### src/rtl/spi_regs_pkg.sv
// Shared types and frame constants for the SPI register-file responder.
package spi_regs_pkg;

    typedef enum logic [1:0] {
        ST_IDLE = 2'd0,
        ST_HDR  = 2'd1,
        ST_DAT  = 2'd2,
        ST_DONE = 2'd3
    } state_e;

    localparam int unsigned HDR_BITS = 16;
    localparam int unsigned DAT_BITS = 8;
    localparam int unsigned FRM_BITS = HDR_BITS + DAT_BITS;
    localparam int unsigned RW_BIT   = 15;

endpackage

### src/rtl/spi_pin_sync.sv
// 2-FF synchronisers for CS/SCLK/MOSI plus a registered edge detector.
// Edge flags and the sampled MOSI bit are aligned to the same cycle.
module spi_pin_sync (
    input  logic clk,
    input  logic rst_n,
    input  logic cs_i,
    input  logic sclk_i,
    input  logic mosi_i,
    output logic cs_n,
    output logic sclk_rise,
    output logic sclk_fall,
    output logic cs_fall,
    output logic cs_rise,
    output logic mosi
);

    logic [1:0] cs_s;
    logic [1:0] sclk_s;
    logic [1:0] mosi_s;
    logic       cs_q;
    logic       sclk_q;

    // CS sync resets low so a CS already low at reset release never looks like a new frame.
    always_ff @(posedge clk or negedge rst_n) begin
        if (!rst_n) begin
            cs_s      <= 2'b00;
            sclk_s    <= 2'b11;
            mosi_s    <= 2'b00;
            cs_q      <= 1'b0;
            sclk_q    <= 1'b1;
            cs_n      <= 1'b0;
            sclk_rise <= 1'b0;
            sclk_fall <= 1'b0;
            cs_fall   <= 1'b0;
            cs_rise   <= 1'b0;
            mosi      <= 1'b0;
        end else begin
            cs_s      <= {cs_s[0], cs_i};
            sclk_s    <= {sclk_s[0], sclk_i};
            mosi_s    <= {mosi_s[0], mosi_i};
            cs_q      <= cs_s[1];
            sclk_q    <= sclk_s[1];
            cs_n      <= cs_s[1];
            sclk_rise <= sclk_s[1] & ~sclk_q;
            sclk_fall <= ~sclk_s[1] & sclk_q;
            cs_fall   <= ~cs_s[1] & cs_q;
            cs_rise   <= cs_s[1] & ~cs_q;
            mosi      <= mosi_s[1];
        end
    end

endmodule

### src/rtl/spi_regs_slave.sv
// SPI responder serving 24-bit read/write frames into an 8-bit register file.
// Optional abort counter built only when SPI_REGS_SLAVE_ERR_CNT_EN is defined.
module spi_regs_slave
    import spi_regs_pkg::*;
#(
    parameter int unsigned NREG = 16,
    parameter int unsigned AW   = 4
) (
    input  logic              clk_i,
    input  logic              rstn_i,
    input  logic              spi_cs_i,
    input  logic              spi_clk_i,
    input  logic              spi_mosi_i,
    output logic              spi_miso_o,
    output logic              spi_miso_oe_o,
    output logic [8*NREG-1:0] reg_o,
    output logic              wr_stb_o,
    output logic [AW-1:0]     wr_addr_o,
    output logic [7:0]        wr_data_o,
    output logic [7:0]        err_cnt_o
);

    logic cs_n, sclk_rise, sclk_fall, cs_fall, cs_rise, mosi;

    spi_pin_sync u_sync (
        .clk       (clk_i),
        .rst_n     (rstn_i),
        .cs_i      (spi_cs_i),
        .sclk_i    (spi_clk_i),
        .mosi_i    (spi_mosi_i),
        .cs_n      (cs_n),
        .sclk_rise (sclk_rise),
        .sclk_fall (sclk_fall),
        .cs_fall   (cs_fall),
        .cs_rise   (cs_rise),
        .mosi      (mosi)
    );

    state_e        state;
    logic [4:0]    bit_cnt;
    logic [14:0]   sh;
    logic          rw;
    logic          in_range;
    logic [AW-1:0] addr;
    logic [7:0]    rd_shift;
    logic [7:0]    regs [NREG];

    logic [15:0] hdr_c;
    logic [7:0]  dat_c;
    logic        hdr_in_range_c;
    logic        last_rise_c;
    logic        abort_c;

    assign hdr_c          = {sh, mosi};
    assign dat_c          = {sh[6:0], mosi};
    assign hdr_in_range_c = (hdr_c[14:AW] == '0);
    assign last_rise_c    = sclk_rise && (bit_cnt == 5'(FRM_BITS - 1));
    // A CS rise coinciding with the final SCLK rise lets the frame complete.
    assign abort_c        = cs_rise && ((state == ST_HDR) ||
                                        ((state == ST_DAT) && !last_rise_c));

    for (genvar k = 0; k < NREG; k++) begin : g_flat
        assign reg_o[8*k +: 8] = regs[k];
    end

    always_ff @(posedge clk_i or negedge rstn_i) begin
        if (!rstn_i) begin
            state         <= ST_IDLE;
            bit_cnt       <= '0;
            sh            <= '0;
            rw            <= 1'b0;
            in_range      <= 1'b0;
            addr          <= '0;
            rd_shift      <= '0;
            spi_miso_o    <= 1'b0;
            spi_miso_oe_o <= 1'b0;
            wr_stb_o      <= 1'b0;
            wr_addr_o     <= '0;
            wr_data_o     <= '0;
            for (int k = 0; k < NREG; k++) regs[k] <= '0;
        end else begin
            wr_stb_o <= 1'b0;
            if (abort_c) begin
                state         <= ST_IDLE;
                spi_miso_o    <= 1'b0;
                spi_miso_oe_o <= 1'b0;
            end else begin
                case (state)
                    ST_IDLE: begin
                        if (cs_fall) begin
                            state   <= ST_HDR;
                            bit_cnt <= '0;
                        end
                    end
                    ST_HDR: begin
                        if (sclk_rise) begin
                            sh      <= hdr_c[14:0];
                            bit_cnt <= bit_cnt + 5'd1;
                            if (bit_cnt == 5'(HDR_BITS - 1)) begin
                                rw            <= hdr_c[RW_BIT];
                                addr          <= hdr_c[AW-1:0];
                                in_range      <= hdr_in_range_c;
                                rd_shift      <= hdr_in_range_c ? regs[hdr_c[AW-1:0]] : 8'h00;
                                spi_miso_oe_o <= hdr_c[RW_BIT];
                                state         <= ST_DAT;
                            end
                        end
                    end
                    ST_DAT: begin
                        if (sclk_fall && rw) begin
                            spi_miso_o <= rd_shift[7];
                            rd_shift   <= {rd_shift[6:0], 1'b0};
                        end
                        if (sclk_rise) begin
                            sh      <= hdr_c[14:0];
                            bit_cnt <= bit_cnt + 5'd1;
                            if (bit_cnt == 5'(FRM_BITS - 1)) begin
                                if (!rw && in_range) begin
                                    regs[addr] <= dat_c;
                                    wr_stb_o   <= 1'b1;
                                    wr_addr_o  <= addr;
                                    wr_data_o  <= dat_c;
                                end
                                spi_miso_o    <= 1'b0;
                                spi_miso_oe_o <= 1'b0;
                                state         <= ST_DONE;
                            end
                        end
                    end
                    ST_DONE: begin
                        if (cs_n) state <= ST_IDLE;
                    end
                    default: state <= ST_IDLE;
                endcase
            end
        end
    end

`ifdef SPI_REGS_SLAVE_ERR_CNT_EN
    logic [7:0] err_cnt;

    // Saturating count of aborted frames.
    always_ff @(posedge clk_i or negedge rstn_i) begin
        if (!rstn_i) begin
            err_cnt <= '0;
        end else if (abort_c && (err_cnt != 8'hFF)) begin
            err_cnt <= err_cnt + 8'd1;
        end
    end

    assign err_cnt_o = err_cnt;
`else
    assign err_cnt_o = 8'h00;
`endif

endmodule

### config.mk
export PLATFORM = sky130hd
export DESIGN_NAME = spi_regs_slave
export DESIGN_NICKNAME = d
export VERILOG_FILES = /design/src/rtl/spi_regs_pkg.sv /design/src/rtl/spi_pin_sync.sv /design/src/rtl/spi_regs_slave.sv
export SDC_FILE = /design/constraint.sdc
export NUM_CORES = 1
export LEC_CHECK = 0
export BUFFER_PORTS_ARGS = -buffer_cell sky130_fd_sc_hd__buf_2
export CAP_MARGIN = 20
export CORE_ASPECT_RATIO = 0.75
export CORE_UTILIZATION = 51
export DETAILED_ROUTE_END_ITERATION = 10
export GPL_TIMING_DRIVEN = 0
export PLACE_DENSITY = 0.75
export SYNTH_ARGS = -nofsm -noshare
export SYNTH_HDL_FRONTEND = slang
export SYNTH_SLANG_ARGS = --single-unit
### constraint.sdc
create_clock -name clk_i -period 2.05 [get_ports clk_i]
set_input_delay 0.41 -clock clk_i [delete_from_list [all_inputs] [get_ports clk_i]]
set_output_delay 0.41 -clock clk_i [all_outputs]
set_load 0.005 [all_outputs]
==> flow_summary_export.csv, run 1 <==
group,metric,value,unit
global_route,antenna_found_initial,0,
sta,slew_headroom,49.2,%
global_route,grt_pass1_wl,34.8,mm
die,fp.dieW,154,um
place,port_buffers,147,
sta,timing_hold_violations_final,0,
sta,rsz0062_at_grt,"yes",
worst_hold_path,worst_hold_path.endpoint,"u_sync.mosi_s[0]",
synthesis,synth.top_cell.area_share,53.8,%
synthesis,synth-compound-area-share,5.24,%
setup_path,critical-path-max-stage-delay,0.43,ns
cts,cts_max_level,4,
place,gp_congestion,0.861,
sta,slew_violations,0,
routing,ant_nets,0,
setup_path,required,2.36,ns
worst_hold_path,worstHoldStart,"spi_mosi_i",
place,dp_slack,-0.508,ns
synthesis,syn_inst,600,
synthesis,synth_top_family_by_area,"multiplexers",
layout,nets,810,
setup_path,crit_chain,"inv_2 -> ha_4 -> nand4b_1 -> nor3_4 -> buf_6 -> nand4_4 -> mux2_4",
routing,route.vias.total,5904,
cts,clockBufferDepth,2,
die,io_pins,156,
setup_path,r2r_setup_slack,0.02,ns
synthesis,yosysTopAreaCell,"dfrtp_1",
synthesis,yosysMostFrequentCell,"dfrtp_1",
setup_path,crit_path_end_kind,"flop",
power,p_total,10.5,mW
global_route,grt_pass1_vias,5987,
setup_path,cpMaxStageDelayCell,"dfrtp_1",
synthesis,synth_edf_count,0,
power,power.density,954,nW/um^2
synthesis,ys_types,53,
sta,tns,0,ns
routing,drc_errors,0,
synthesis,synth.area.top_cells,"dfrtp_1 54%, mux2_2 21%, mux4_2 5.1%",
synthesis,synth_seq_area_share,54.7,%
routing,vias_per_cell,5.77,
setup_path,r2r_cells,7,
worst_hold_path,hold_path_depth,1,
layout,multi_input_area,3960,sq um
synthesis,synthAdderAreaFrac,0.996,%
sta,fin_ws,0.0221,ns
power,ir_drop,0.620,mV
setup_path,cp_data_arrival_time,2.34,ns
sta,finalSetupViolations,0,
synthesis,synthFlopType,"dfrtp_1",
synthesis,synth.mux.area_fraction,29.8,%
run,max_cap_violations,0,
power,p_leak,5.75,nW
synthesis,yosys.area_share.simple,5.52,%
routing,dr.pass1.iters,5,
die,initial_utilization,52.2,%
layout,diodes,0,
global_route,grt_max_degree,129,
die,placementRows,41,
cts,cts_sinks,192,
synthesis,synth_seq_cells,192,
synthesis,yosysWarnings,0,
routing,wire_per_inst,22.0,um
sta,period_share,98.9,%
layout,nFillCells,1231,
worst_hold_path,min-delay-path-class,"in -> reg",
synthesis,synth_commonest_cells,"189 x dfrtp_1, 163 x mux2_2, 26 x clkbuf_1",
synthesis,syn_area,8790,sq um
cts,cts_tree,"done",
sta,min_period,2.03,ns
setup_path,critPathMaxFanout,8,
layout,seq_area,4810,sq um
die,die_area,17800,sq um
global_route,grt_use_total,26.1,%
die,chipHeight,116,um
sta,tightest_slew,0.759,ns
layout,area_delta_synth_final,24.8,%
setup_path,crit_type,"reg -> reg",
setup_path,r2r_end,"reg_o[124]",
setup_path,worstReg2RegStart,"state[0]",
setup_path,setup.worst_path.start_class,"flop",
routing,wl,22.6,mm
cts,numCtsBuffers,17,
synthesis,avgSynthCellArea,14.7,sq um
place,hpwl,15.2,mm
global_route,grt_overflow_total,0,
synthesis,synthArstFlopShare,100,%
synthesis,synth-xor-area-share,0,%
sta,max_freq,493,MHz
cts,clk_latency,0.43,ns
status,status,"completed",
cts,clkSlewWorstSetupHoldPaths,0.07,ns
layout,drive_gt1_share,57.8,%
cts,root_buffer,"clkbuf_16",
sta,skew,0.00931,ns
routing,drt_iter0_drc,404,
die,core_area,16800,sq um
[registers in the layout, summed over array words and instances, names as in the netlist, 2 cells and up]
signal and cells:
bit_cnt 5, addr 4, wr_addr_o 4, u_sync.sclk_s 2, reg_o 128, state 2
u_sync.cs_s 2, rd_shift 8, u_sync.mosi_s 2, wr_data_o 8, sh 15
[metal layers]
| layer | vias to the layer above | track usage, % | wire (um) |
|---|---|---|---|
| met5 | - | 0 | 0 |
| met4 | 0 | 6.33 | 257 |
| met3 | 20 | 6.92 | 1370 |
| met2 | 201 | 41.7 | 10900 |
| met1 | 3087 | 36.0 | 9980 |
| li1 | 2596 | - | - |
[placed cells by master (no fill, tap or decap), types with 3 or more instances in the layout]
master and instances:
a211oi_1 7, a221o_1 6, buf_12 3, buf_2 148
buf_4 35, buf_6 7, clkbuf_1 25, clkbuf_16 18
clkinvlp_4 3, conb_1 8, dfrtp_1 188, dfstp_2 3
ha_4 5, inv_1 6, mux2_2 160, mux2_4 13
mux2i_1 18, mux4_2 20, nand2_1 10, nand2b_1 3
nand3_1 6, nand3_4 11, nand4_4 5, nor2_1 6
nor2b_1 10, o21a_1 6, o21ai_0 5, o22a_1 6
o22ai_1 12
[worst max path at each step]
stage | to | depth (start not counted) | slack [ns] | start
floorplan | rd_shift[0] | 8 | 0.02 | bit_cnt[0]
global placement | u_sync.mosi_s[0] | 1 | -2.37 | rstn_i
detailed placement | reg_o[118] | 8 | -0.51 | state[0]
CTS | rd_shift[5] | 8 | -0.005 | bit_cnt[0]
global route | reg_o[124] | 7 | -0.07 | state[0]
finish | reg_o[124] | 7 | 0.02 | state[0]
[cell families (layout without fill, tap and decap cells)]
family | count (synthesis) | in the layout
and+or+nand+nor | 70 | 70
adders and majority gates | 7 | 7
muxes | 211 | 211
buffers and inverters | 61 | 263
AOI/OAI and AO/OA | 58 | 58
DFF | 192 | 192
other | 1 | 8
[area by class of cell]
type                            count  share of cell area [%]
Sequential cell                   192                    43.8
Multi-Input combinational cell    354                    36.1
Tap cell                          215                    2.45
Inverter                            8                   0.274
Clock buffer                       21                    4.10
Buffer                             49                    2.85
Timing Repair Buffer              176                    9.41
Clock inverter                      9                    1.00
[critical path: cells and delay by family (launching register included)]
family / cells / cell delay (ns)
adder cells (fa/ha/maj): 1 / 0.14
buffers and inverters: 2 / 0.32
flip-flops: 1 / 0.43
multiplexers: 1 / 0.39
AND/OR/NAND/NOR: 3 / 0.63
[report_power, final]
part | switching, mW | internal, mW | leakage (nW) | total, mW
Clock | 1.40 | 1.82 | 0.265 | 3.22
Sequential | 0.139 | 3.94 | 2.64 | 4.08
Combinational | 1.82 | 1.34 | 2.85 | 3.17
[per-stage QoR]
stage | util (%) | hold WS (ns) | cell area (sq um) | instances
after floorplan | - | 0.114 | 8840 | 607
after global placement | 58.5 | 0.339 | 9850 | 969
after detailed placement | 58.8 | 0.346 | 9890 | 970
after CTS | 64.3 | 0.0708 | 10800 | 1017
after global routing | 65.2 | 0.0723 | 11000 | 1024
final | 65.2 | 0.0803 | 11000 | 1024
[repair_timing]
action | 4_1_cts | 5_1_grt
hold buffers | 1 | 0
pin swaps | 7 | 9
cloned | 1 | 1
setup buffers | 17 | 8
resized for setup | 35 | 21
endpoints found under the hold margin | 64 | 0
endpoints found under the setup margin | 167 | 159
(Power assumes the default switching activity.)
==> inputs of run 2 (changes only) <==
CTS_BUF_LIST = sky130_fd_sc_hd__clkbuf_16   (was default)
==> flow_summary_export.csv, run 2 (synthesized netlist as in run 1, its figures left out) <==
group,metric,value,unit
global_route,grt_pass1_vias,5990,
layout,drive_gt1_share,57.7,%
die,io_pins,156,
setup_path,crit_path_end_kind,"flop",
sta,timing_hold_violations_final,0,
power,p_total,10.4,mW
cts,cts_sinks,192,
die,core_area,16800,sq um
global_route,gr-usage-met3,6.92,%
routing,dr.pass1.iters,4,
power,p_leak,5.76,nW
routing,vias_per_cell,5.76,
layout,largest_reg_flops,128,
place,port_buffers,147,
layout,area_delta_synth_final,24.7,%
global_route,use_met1,36.0,%
routing,wl,22.6,mm
cts,clkSlewWorstSetupHoldPaths,0.07,ns
setup_path,required,2.36,ns
cts,clk_latency,0.43,ns
power,power.density,951,nW/um^2
cts,clockBufferDepth,2,
setup_path,critPathMaxFanout,8,
worst_hold_path,worstHoldStart,"spi_mosi_i",
sta,rsz0062_at_grt,"yes",
global_route,grt_max_degree,129,
layout,nets,810,
die,initial_utilization,52.2,%
layout,diodes,0,
routing,ant_nets,0,
sta,period_share,99.4,%
setup_path,crit_type,"reg -> reg",
layout,final_common_cell,"dfrtp_1",
setup_path,critPathLaunch,"state[0]",
sta,tns,0,ns
setup_path,worstReg2RegStart,"state[0]",
sta,slew_headroom,49.2,%
sta,skew,0.0117,ns
die,placementRows,41,
routing,route.vias.total,5897,
cts,root_buffer,"clkbuf_16",
cts,cts_max_level,4,
routing,wire_per_inst,22.0,um
global_route,grt_pass1_wl,34.8,mm
sta,slew_violations,0,
global_route,grt_use_total,26.1,%
setup_path,setup.worst_path.start_class,"flop",
global_route,antenna_found_initial,0,
routing,drc_errors,0,
worst_hold_path,min-delay-path-class,"in -> reg",
place,hpwl,15.2,mm
die,fp.dieW,154,um
global_route,grt_busiest_layer,"met2",
layout,final_cell_mix,"188 x dfrtp_1, 160 x mux2_2, 148 x buf_2, 35 x buf_4, 22 x clkbuf_1",
die,die_area,17800,sq um
die,chipHeight,116,um
sta,finalSetupViolations,0,
setup_path,cp_data_arrival_time,2.35,ns
sta,max_freq,491,MHz
place,gp_congestion,0.861,
layout,nFillCells,1235,
global_route,grt_overflow_total,0,
cts,cts_tree,"done",
cts,numCtsBuffers,17,
power,ir_drop,0.617,mV
layout,final_core_utilization,65.2,%
run,max_cap_violations,0,
global_route,met2_usage,41.7,%
routing,drt_iter0_drc,410,
status,status,"completed",
sta,min_period,2.04,ns
sta,tightest_slew,0.759,ns
[run 2: layout make-up]
cell class | instances | area [sq um] | area share [%]
clock buffer | 17 | 425 | 3.88
tap | 215 | 269 | 2.45
inverter | 8 | 30.0 | 0.274
buffer | 49 | 313 | 2.85
clock inverter | 13 | 125 | 1.14
timing repair buffer | 176 | 1030 | 9.42
multi-input combinational | 354 | 3960 | 36.1
sequential | 192 | 4810 | 43.9
[run 2: layer usage]
layer  up-vias  share of wire [%]
met4         0                1.1
li1       2594                  -
met3        19                5.6
met5         -                  0
met2       187                 49
met1      3097                 45
[run 2: worst paths after layout]
path	endpoint	slack, ns	cells after the start
worst max-delay path	reg_o[124]	0.01	7
worst min-delay path	u_sync.mosi_s[0]	0.08	1
worst max register to register	reg_o[124]	0.01	7
worst min register to register	u_sync.mosi_s[1]	0.36	0
max in group asynchronous	reg_o[110]	0.51	3
min in group asynchronous	u_sync.cs_s[0]	0.51	2
[run 2: worst max-delay path, cell delays in order (launching register included)]
cell and delay [ns]:
dfrtp_1 0.43, inv_2 0.12, ha_4 0.14, nand4b_1 0.14
nor3_4 0.23, buf_6 0.20, nand4_4 0.26, mux2_4 0.39
[run 2: repair_timing]
item,CTS,global route
pin swaps,7,9
buffers inserted,17,8
cloned,1,1
gates resized for setup,35,21
setup endpoints to repair,167,159
hold endpoints to repair,64,0
hold buffers,1,0
[run 2: stage by stage]
stage               worst slack (ns)  instance area, sq um  cells  hold slack (ns)
floorplan                     0.0168                  8840    607            0.114
global placement               -2.37                  9850    969            0.339
detailed placement            -0.508                  9890    970            0.346
CTS                         -0.00504                 10800   1017           0.0708
global route                 -0.0660                 11000   1024           0.0723
finish                        0.0123                 11000   1024           0.0819
[run 2: power breakdown]
group	leakage (nW)	switching [mW]	internal, mW	total, mW
clock	0.272	1.41	1.76	3.17
combinational	2.85	1.83	1.34	3.17
sequential	2.64	0.139	3.94	4.08
==> inputs of run 3 (changes only) <==
CORE_MARGIN = 4   (was default)
==> flow_summary_export.csv, run 3 (synthesized netlist as in run 1, its figures left out) <==
group,metric,value,unit
setup_path,crit_buf_inv,2,
power,power.density,953,nW/um^2
setup_path,critPathMaxFanout,8,
layout,final_cells,1022,
global_route,grt_pass1_vias,6047,
cts,clockBufferDepth,2,
routing,drt_iter0_drc,437,
status,violations,"setup timing",
routing,drc_errors,0,
die,placementRows,41,
setup_path,required,2.37,ns
worst_hold_path,worst_hold_path.endpoint,"u_sync.mosi_s[0]",
die,die_area,19400,sq um
place,dpl.cell_count,970,
setup_path,crit_family,"simple AND/OR/NAND/NOR gates",
worst_hold_path,min-delay-path-class,"in -> reg",
place,gp_congestion,0.854,
global_route,grt_max_degree,128,
worst_hold_path,hold_path_depth,1,
routing,wl,23.0,mm
setup_path,r2r_end,"reg_o[127]",
setup_path,crit_path_end_kind,"flop",
cts,clkSlewWorstSetupHoldPaths,0.07,ns
global_route,grt_use_total,23.7,%
die,io_pins,156,
cts,root_buffer,"clkbuf_16",
setup_path,r2r_cells,8,
sta,max_freq,463,MHz
sta,period_share,105,%
routing,ant_nets,0,
die,core_area,16900,sq um
run,max_cap_violations,0,
routing,dr.pass1.iters,5,
setup_path,setup.worst_path.start_class,"flop",
sta,tns,-3.86,ns
setup_path,cp_data_arrival_time,2.48,ns
cts,cts_max_level,4,
cts,clk_latency,0.44,ns
die,initial_utilization,52.1,%
layout,largest_reg_flops,128,
sta,finalSetupViolations,109,
status,status,"complete, but fails checks",
sta,fin_ws,-0.108,ns
setup_path,crit_chain,"inv_2 -> ha_4 -> nand2_1 -> nand4b_1 -> nor3_4 -> buf_6 -> nand4_4 -> mux2_4",
worst_hold_path,worstHoldStart,"spi_mosi_i",
die,fp.dieW,160,um
layout,area_delta_synth_final,24.0,%
sta,tightest_slew,0.779,ns
global_route,grt_overflow_total,0,
layout,drive_gt1_share,57.1,%
layout,nets,806,
cts,cts_tree,"done",
layout,nFillCells,1220,
sta,min_period,2.16,ns
place,port_buffers,147,
setup_path,r2r_setup_slack,-0.11,ns
setup_path,worstReg2RegStart,"state[1]",
sta,timing_hold_violations_final,0,
global_route,antenna_found_initial,0,
power,ir_drop,0.492,mV
sta,slew_headroom,47.9,%
layout,final_common_cell,"dfrtp_1",
global_route,grt_pass1_wl,35.5,mm
sta,skew,0.0144,ns
cts,cts_sinks,192,
routing,wire_per_inst,22.5,um
place,dp_slack,-0.530,ns
setup_path,cpMaxStageDelayCell,"dfrtp_1",
setup_path,crit_type,"reg -> reg",
power,p_leak,5.72,nW
die,chipHeight,122,um
layout,final_cell_mix,"188 x dfrtp_1, 161 x mux2_2, 149 x buf_2, 33 x buf_4, 22 x clkbuf_1",
sta,timing.hold.ws,0.0719,ns
sta,rsz0062_at_grt,"yes",
routing,route.vias.total,5938,
cts,numCtsBuffers,17,
setup_path,critPathLaunch,"state[1]",
routing,vias_per_cell,5.81,
setup_path,critical-path-max-stage-delay,0.39,ns
sta,slew_violations,0,
layout,diodes,0,
place,hpwl,15.7,mm
-- run 3: layout make-up --
cell class / count / area (sq um) / share of cell area [%]
Sequential cell: 192 / 4810 / 44.1
Multi-Input combinational cell: 354 / 3920 / 35.9
Timing Repair Buffer: 170 / 971 / 8.90
Clock buffer: 17 / 425 / 3.90
Buffer: 51 / 317 / 2.90
Tap cell: 215 / 269 / 2.47
Clock inverter: 15 / 163 / 1.49
Inverter: 8 / 32.5 / 0.298
-- run 3: power breakdown --
group          internal [mW]  switching [mW]
registers               3.94           0.143
clock network           1.81            1.52
logic                   1.21            1.76
-- run 3: metrics by stage --
step	total power, mW	util [%]	cell area [sq um]
4_1_cts	10.1	63.4	10700
2_1_floorplan	5.90	-	8840
6_report	10.4	64.6	10900
3_3_place_gp	6.60	58.4	9850
5_1_grt	10.8	64.6	10900
3_5_place_dp	6.70	58.6	9890
-- run 3: how the worst max path moves through the flow --
stage	slack, ns	cells after the start	end
after detailed placement	-0.53	8	reg_o[127]
after floorplan	0.02	8	rd_shift[0]
after global placement	-2.36	1	u_sync.mosi_s[0]
final	-0.11	8	reg_o[127]
after CTS	-0.12	8	wr_data_o[7]
after global routing	-0.17	8	reg_o[127]
-- run 3: layer usage --
layer / global-route usage, % / vias to the layer above / share of wire [%]
li1: - / 2588 / -
met1: 32.8 / 3112 / 44
met3: 6.46 / 32 / 6.2
met2: 37.9 / 206 / 48
met4: 5.64 / 0 / 1.6
met5: 0 / - / 0
-- run 3: what timing repair did --
item | in CTS | in global routing
resized for setup | 26 | 21
setup buffers | 6 | 13
gates cloned | 0 | 2
hold endpoints to repair | 65 | 0
setup endpoints to repair | 169 | 161
hold buffers | 1 | 0
pin swaps | 4 | 8
